--- config.mk ---
export PLATFORM = sky130hd
export DESIGN_NAME = alu_mult_seq
export DESIGN_NICKNAME = d
export VERILOG_FILES = /design/src/rtl/alu_mult_seq.sv
export SDC_FILE = /design/constraint.sdc
export NUM_CORES = 1
export LEC_CHECK = 0
export BUFFER_PORTS_ARGS = -buffer_cell sky130_fd_sc_hd__buf_2
export CAP_MARGIN = 5
export CORE_MARGIN = 4
export CORE_UTILIZATION = 60
export DETAILED_ROUTE_END_ITERATION = 8
export PLACE_DENSITY = 0.82
export SLEW_MARGIN = 0
export SYNTH_ARGS = -nofsm -noshare
export SYNTH_HDL_FRONTEND = slang
export SYNTH_SLANG_ARGS = --single-unit
--- constraint.sdc ---
create_clock -name clk -period 9.81 [get_ports clk]
set_clock_uncertainty 0.2 [all_clocks]
set_input_delay 0.4905 -clock clk [delete_from_list [all_inputs] [get_ports clk]]
set_output_delay 0.4905 -clock clk [all_outputs]
set_load 0.03 [all_outputs]
--- src/rtl/alu_mult_seq.sv ---
// Sequential radix-2 shift-add unsigned multiplier (IDLE/RUN/DONE) with optional high half (ALU_MULT_HI_EN).
// Latency: start at edge N -> busy for WIDTH cycles, done pulse in the cycle after edge N+WIDTH.
// Backpressure: start is ignored while busy; accepted in IDLE or DONE (back-to-back); reset aborts.
module alu_mult_seq #(
    parameter int WIDTH = 32
) (
    input  logic             clk,
    input  logic             reset,
    input  logic             start,
    input  logic [WIDTH-1:0] a,
    input  logic [WIDTH-1:0] b,
    output logic             busy,
    output logic             done,
    output logic [WIDTH-1:0] product
`ifdef ALU_MULT_HI_EN
    ,
    output logic [WIDTH-1:0] product_hi
`endif
);

`ifdef ALU_MULT_HI_EN
    localparam int ACC_W = 2 * WIDTH;
`else
    // Without the high half only the low WIDTH bits of the sum are ever observed.
    localparam int ACC_W = WIDTH;
`endif
    localparam int CNT_W = (WIDTH > 1) ? $clog2(WIDTH) : 1;

    typedef enum logic [1:0] {
        S_IDLE = 2'd0,
        S_RUN  = 2'd1,
        S_DONE = 2'd2
    } state_t;

    state_t             state_q, state_d;
    logic [ACC_W-1:0]   mcand_q;    // multiplicand, held wide so the shifted addend never truncates
    logic [ACC_W-1:0]   acc_q, acc_d;
    logic [ACC_W-1:0]   addend;
    logic [WIDTH-1:0]   mplier_q;   // multiplier, consumed LSB first
    logic [CNT_W-1:0]   cnt_q;
    logic [WIDTH-1:0]   prod_lo_q;
`ifdef ALU_MULT_HI_EN
    logic [WIDTH-1:0]   prod_hi_q;
`endif
    logic               last_bit;
    logic               accept;

    assign last_bit = (cnt_q == CNT_W'(WIDTH - 1));
    assign accept   = (state_q != S_RUN) && start;

    // One shift-add step: add the multiplicand weighted by the current bit position.
    always_comb begin
        addend = mcand_q << cnt_q;
        acc_d  = acc_q;
        if (mplier_q[0]) begin
            acc_d = acc_q + addend;
        end
    end

    // State register.
    always_ff @(posedge clk) begin
        if (reset) begin
            state_q <= S_IDLE;
        end else begin
            state_q <= state_d;
        end
    end

    // Next-state logic; start during RUN is deliberately not looked at.
    always_comb begin
        state_d = state_q;
        case (state_q)
            S_IDLE:  state_d = start ? S_RUN : S_IDLE;
            S_RUN:   state_d = last_bit ? S_DONE : S_RUN;
            S_DONE:  state_d = start ? S_RUN : S_IDLE;
            default: state_d = S_IDLE;
        endcase
    end

    // Status outputs decoded straight from the registered state.
    always_comb begin
        busy = (state_q == S_RUN);
        done = (state_q == S_DONE);
    end

    // Datapath: capture on accept, iterate in RUN, publish the product on the final step only.
    always_ff @(posedge clk) begin
        if (reset) begin
            mcand_q   <= '0;
            mplier_q  <= '0;
            acc_q     <= '0;
            cnt_q     <= '0;
            prod_lo_q <= '0;
`ifdef ALU_MULT_HI_EN
            prod_hi_q <= '0;
`endif
        end else if (accept) begin
            mcand_q  <= ACC_W'(a);
            mplier_q <= b;
            acc_q    <= '0;
            cnt_q    <= '0;
        end else if (state_q == S_RUN) begin
            acc_q    <= acc_d;
            mplier_q <= mplier_q >> 1;
            cnt_q    <= cnt_q + CNT_W'(1);
            if (last_bit) begin
                prod_lo_q <= acc_d[WIDTH-1:0];
`ifdef ALU_MULT_HI_EN
                prod_hi_q <= acc_d[2*WIDTH-1:WIDTH];
`endif
            end
        end
    end

    assign product = prod_lo_q;
`ifdef ALU_MULT_HI_EN
    assign product_hi = prod_hi_q;
`endif

endmodule

==> results.cfg, run 1 <==
[outcome]
outcome = finished, final reports clean

[timing]
setup_slack_ns = 4.993
maxSlewViolCount = 0
period_minus_slack_ns = 4.817
rsz0062_at_grt = no
max_freq_mhz = 207.6
setup_viol = 0
finalSetupTns_ns = 0
timing.final.crit_share = 0.4910
tightestPinTransition_ns = 1.175
hold_viol = 0
slew_headroom = 0.2148

[final_layout]
final_nets = 1238
area_delta_synth_final_pct = 12.03
drive_gt1_frac = 0.1557
final_cells = 1330
insertedDiodeCount = 0

[clocking]
cts_buffer_depth = 2
cts_root_buffer = clkbuf_16
cts-hold-fix-buffers = 0
clk_latency_ns = 0.42
h-tree-depth = 4
cts_setup_buffers = 0
cts_buffers = 17
post_cts_resized = 0
cts_tree = yes
path_clk_slew_ns = 0.07
cts.sink_count = 135

[setup_path]
crit_type = reg2reg
crit_path_max_fanout = 29
worst-endpoint-arrival_ns = 4.88
cp.required_ns = 9.87
rr_worst_depth = 13
r2r_slack_ns = 4.99
end_kind = flip-flop
crit_path_start_kind = flip-flop

[synthesis]
synth_top_flop_cell = dfxtp_1
synthTopCellsByArea = dfxtp_1 31%, mux2i_1 9.8%, nand2_1 7.2%
ys_types = 65
synth_area_leader_cell = dfxtp_1
synthesis.nets = 1194
synth_top_area_share = 0.3150
synth_most_common_cell = nand2_1
yosysSeqAreaShare = 0.3150
avgSynthCellArea_um2 = 7.851
synth_warnings = 0
async_reset_ff_frac = 0
yosys-top-cells-count = 164 x nand2_1, 135 x dfxtp_1, 126 x nor2_1
yosys_register_bits = 135
synth_cells = 1093
synth_area_um2 = 8581
synth-edff-count = 0

[min_path]
whs_path_depth = 3
min_path_type = in2reg

[power]
power_per_cell_area_nw_per_um2 = 153.7
finalPower_mw = 1.477
power.leakage_nw = 4.191
vdd_drop_max_mv = 0.1338

[global_routing]
track_usage = 0.2899
grt_pass1_vias = 7539
grt_overflow = 0
antenna_found_initial = 0
grt_first_pass_wirelength_um = 38350
grt_max_degree = 69

[place]
post-place-ws_ns = 5.029
place_congestion = 0.9573
port_buffers = 100
dpl.hpwl_um = 16590
dp.cells = 1298

[flow_run]
cap_viol_max_count = 0

[die]
start_util = 0.6158
dieArea_um2 = 16280
row_count = 43
die_w_um = 127.6
io_pins = 101
die_h_um = 127.6
core_area_um2 = 13930

[detailed_routing]
drt-vias-per-instance = 6.023
num_vias = 8010
wirelength_um = 23270
final_antenna_net_count = 0
drc_errors = 0
drt_first_iter_violations = 862
dr.pass1.iters = 5
wl_per_cell_um = 17.49
stage by stage:
stage	cell area (µm²)	util	hold slack [ns]
2_1_floorplan	8581	-	0.2334
3_3_place_gp	9036	0.6485	0.2473
3_5_place_dp	9036	0.6485	0.2620
4_1_cts	9613	0.6899	0.08730
5_1_grt	9613	0.6899	0.09337
6_report	9613	0.6899	0.09649
placed cells by master (no fill, tap or decap), drive strengths merged, types with 6 or more instances in the layout:
master,instances
nand4,7
o22ai,10
buf,109
and3,8
ha,33
a211oi,66
nand2,164
xnor2,17
nor3,13
nor2,126
nand3,24
a21o,20
o211ai,6
a31oi,14
dfxtp,135
clkbuf,17
inv,20
mux2,15
nor2b,7
or3,6
mux4,10
o21ai,53
xor2,9
a21oi,111
mux2i,84
worst max-delay path, cell delays in order (launching register included):
cell and delay, ns:
dfxtp_1 0.79, inv_2 0.45, mux4_2 0.56, mux2_2 0.31
nor2_1 0.14, ha_1 0.34, and3_1 0.23, a221oi_1 0.29
a21oi_1 0.17, o31ai_1 0.50, nand4b_1 0.20, a31o_1 0.23
a31oi_1 0.16, a21oi_1 0.08
sequential cells by signal, summed over array words and instances, names as in the netlist:
register,cells
acc_q,32
mcand_q,32
mplier_q,32
product,32
cnt_q,5
state_q,2
routing by layer:
layer,track usage,vias up,part of all wire
met5,0,-,0
met4,0.08177,0,0.019
met3,0.05268,38,0.054
met2,0.4695,241,0.47
met1,0.3984,3684,0.45
li1,-,4047,-
cell families (layout without fill, tap and decap cells):
group | Yosys count | after routing | synth area share
AND/OR/NAND/NOR | 381 | 381 | 0.1903
AO/OA/AOI/OAI | 313 | 313 | 0.2275
flip-flops | 135 | 135 | 0.3150
multiplexers | 109 | 109 | 0.1457
buffers and inverters | 95 | 152 | 0.04462
adder cells (fa/ha/maj) | 34 | 34 | 0.05045
XOR/XNOR | 26 | 26 | 0.02654
area by class of cell:
class                      count  area (µm²)
clock inverter                15       151.4
clock buffer                  17       425.4
fill                        1197        4322
sequential                   135        2703
inverter                      11       41.29
timing repair buffer         109       568.0
tap                          180       225.2
multi-input combinational    863        5499
report_power, final:
| part | total, mW | leakage, nW | internal [mW] | switching [mW] |
|---|---|---|---|---|
| logic | 0.259 | 2.81 | 0.0977 | 0.161 |
| registers | 0.591 | 1.10 | 0.574 | 0.0175 |
| clock network | 0.627 | 0.279 | 0.339 | 0.288 |
path summary, 6_finish.rpt:
check / from / endpoint
max: cnt_q[2] / product[28]
max reg2reg: cnt_q[2] / product[28]
min reg2reg: mcand_q[16] / mcand_q[16]
min: a[19] / mcand_q[19]
(Power assumes the default switching activity.)
==> run 2: changes to the inputs <==
--- a/config.mk
+++ b/config.mk
@@ -8,9 +8,9 @@
 export BUFFER_PORTS_ARGS = -buffer_cell sky130_fd_sc_hd__buf_2
 export CAP_MARGIN = 5
 export CORE_MARGIN = 4
-export CORE_UTILIZATION = 60
+export CORE_UTILIZATION = 59
 export DETAILED_ROUTE_END_ITERATION = 8
-export PLACE_DENSITY = 0.82
+export PLACE_DENSITY = 0.81
 export SLEW_MARGIN = 0
 export SYNTH_ARGS = -nofsm -noshare
 export SYNTH_HDL_FRONTEND = slang
==> constraint.sdc (replaced) <==
create_clock -name clk -period 4.6 [get_ports clk]
set_clock_uncertainty 0.2 [all_clocks]
set_input_delay 0.23 -clock clk [delete_from_list [all_inputs] [get_ports clk]]
set_output_delay 0.23 -clock clk [all_outputs]
set_load 0.03 [all_outputs]
==> results.cfg, run 2 (same netlist as run 1, synthesis figures left out) <==
[place]
dpl.hpwl_um = 17290
place_congestion = 1.003
port_buffers = 100

[detailed_routing]
final_antenna_net_count = 0
dr.pass1.iters = 7
drt_first_iter_violations = 759
drc_errors = 0
drt-vias-per-instance = 6.193
num_vias = 8707
wl_per_cell_um = 18.77
wirelength_um = 26390

[global_routing]
antenna_found_initial = 0
grt_max_degree = 58
grt_first_pass_wirelength_um = 42590
grt_overflow = 0
track_usage = 0.3211
grt_pass1_vias = 8302

[timing]
timing.final.crit_share = 0.9524
max_freq_mhz = 228.3
maxSlewViolCount = 0
rsz0062_at_grt = no
setup_viol = 0
tightestPinTransition_ns = 1.103
period_minus_slack_ns = 4.381
hold_viol = 0
slew_headroom = 0.2630
finalSetupTns_ns = 0

[final_layout]
area_delta_synth_final_pct = 21.22
layout_common_cells = 164 x nand2_1, 135 x dfxtp_1, 126 x nor2_1, 109 x a21oi_1, 100 x buf_2
final_common_cell = nand2_1
drive_gt1_frac = 0.1582
insertedDiodeCount = 0
final_nets = 1314
finish.utilization = 0.7407
fillers = 1044

[die]
die_w_um = 128.6
io_pins = 101
core_area_um2 = 14040
start_util = 0.6111
row_count = 43
dieArea_um2 = 16540
die_h_um = 128.6

[clocking]
cts_setup_buffers = 0
cts.sink_count = 135
cts_root_buffer = clkbuf_16
cts_buffers = 17
cts_buffer_depth = 2
h-tree-depth = 4
clk_latency_ns = 0.43
path_clk_slew_ns = 0.06
cts_tree = yes

[setup_path]
worst-endpoint-arrival_ns = 4.54
crit_path_start_kind = flip-flop
crit_type = reg2reg
end_kind = flip-flop
crit_path_max_fanout = 38
startpoint = cnt_q[1]
worstReg2RegStart = cnt_q[1]
cp.required_ns = 4.76

[min_path]
hold_start = reset
min_path_type = in2reg

[flow_run]
cap_viol_max_count = 0

[power]
power_per_cell_area_nw_per_um2 = 319.0
power.leakage_nw = 4.524
vdd_drop_max_mv = 0.2754

[outcome]
outcome = finished, final reports clean
[run 2: path summary, 6_finish.rpt]
path                 end  slack [ns]  depth (start not counted)
max            acc_q[31]        0.22                         16
min           product[2]        0.17                          3
max reg2reg    acc_q[31]        0.22                         16
min reg2reg  mcand_q[31]        0.26                          2
[run 2: power breakdown]
group / internal (mW) / total (mW) / switching [mW]
clock: 0.861 / 1.43 / 0.571
sequential: 1.22 / 1.27 / 0.0439
combinational: 0.252 / 0.618 / 0.366
total: 2.34 / 3.32 / 0.981
[run 2: through the flow]
step / power (mW) / setup WS, ns / hold slack [ns] / cell area, µm² / std cells
global route: 3.434 / 0.01660 / 0.2025 / 10400 / 1406
floorplan: 1.682 / 0.2071 / 0.1660 / 8581 / 1093
CTS: 3.288 / 0.1948 / 0.1740 / 10380 / 1406
detailed placement: 1.838 / 0.2380 / 0.2559 / 9139 / 1310
finish: 3.318 / 0.2190 / 0.1750 / 10400 / 1406
global placement: 1.831 / 0.2819 / 0.2449 / 9139 / 1310
[run 2: critical path, stage by stage (launching register included)]
cell	delay (ns)
dfxtp_1	0.36
buf_12	0.24
mux2i_1	0.32
mux2i_1	0.17
mux2i_2	0.30
nand2_1	0.10
o21ai_1	0.15
nor2_1	0.10
ha_1	0.30
a21o_1	0.19
a21o_1	0.19
or4_1	0.50
o21a_1	0.26
o2111ai_1	0.26
nand3_1	0.19
a2111o_1	0.40
o21ai_1	0.07
[run 2: layout make-up]
cell class / instances / area (µm²) / share of cell area
well taps: 180 / 225.2 / 0.02165
inverters: 11 / 41.29 / 0.003970
multi-input cells: 863 / 5519 / 0.5306
clock inverters: 13 / 168.9 / 0.01624
repair buffers: 185 / 1311 / 0.1261
clock buffers: 19 / 432.9 / 0.04162
flip-flops and latches: 135 / 2703 / 0.2598
[run 2: repair_timing]
action	in CTS	in global routing
resized for setup	0	5
setup endpoints to repair	0	6
endpoints found under the hold margin	64	0
hold buffers	64	0
[run 2: per-layer routing]
| metal | up-vias | wire length [µm] | GRT usage | share of wire |
|---|---|---|---|---|
| met3 | 73 | 1786 | 0.06517 | 0.068 |
| met1 | 4066 | 10940 | 0.4039 | 0.41 |
| li1 | 4186 | - | - | - |
| met2 | 382 | 12840 | 0.5409 | 0.49 |
| met5 | - | 0 | 0 | 0 |
| met4 | 0 | 826 | 0.1285 | 0.031 |
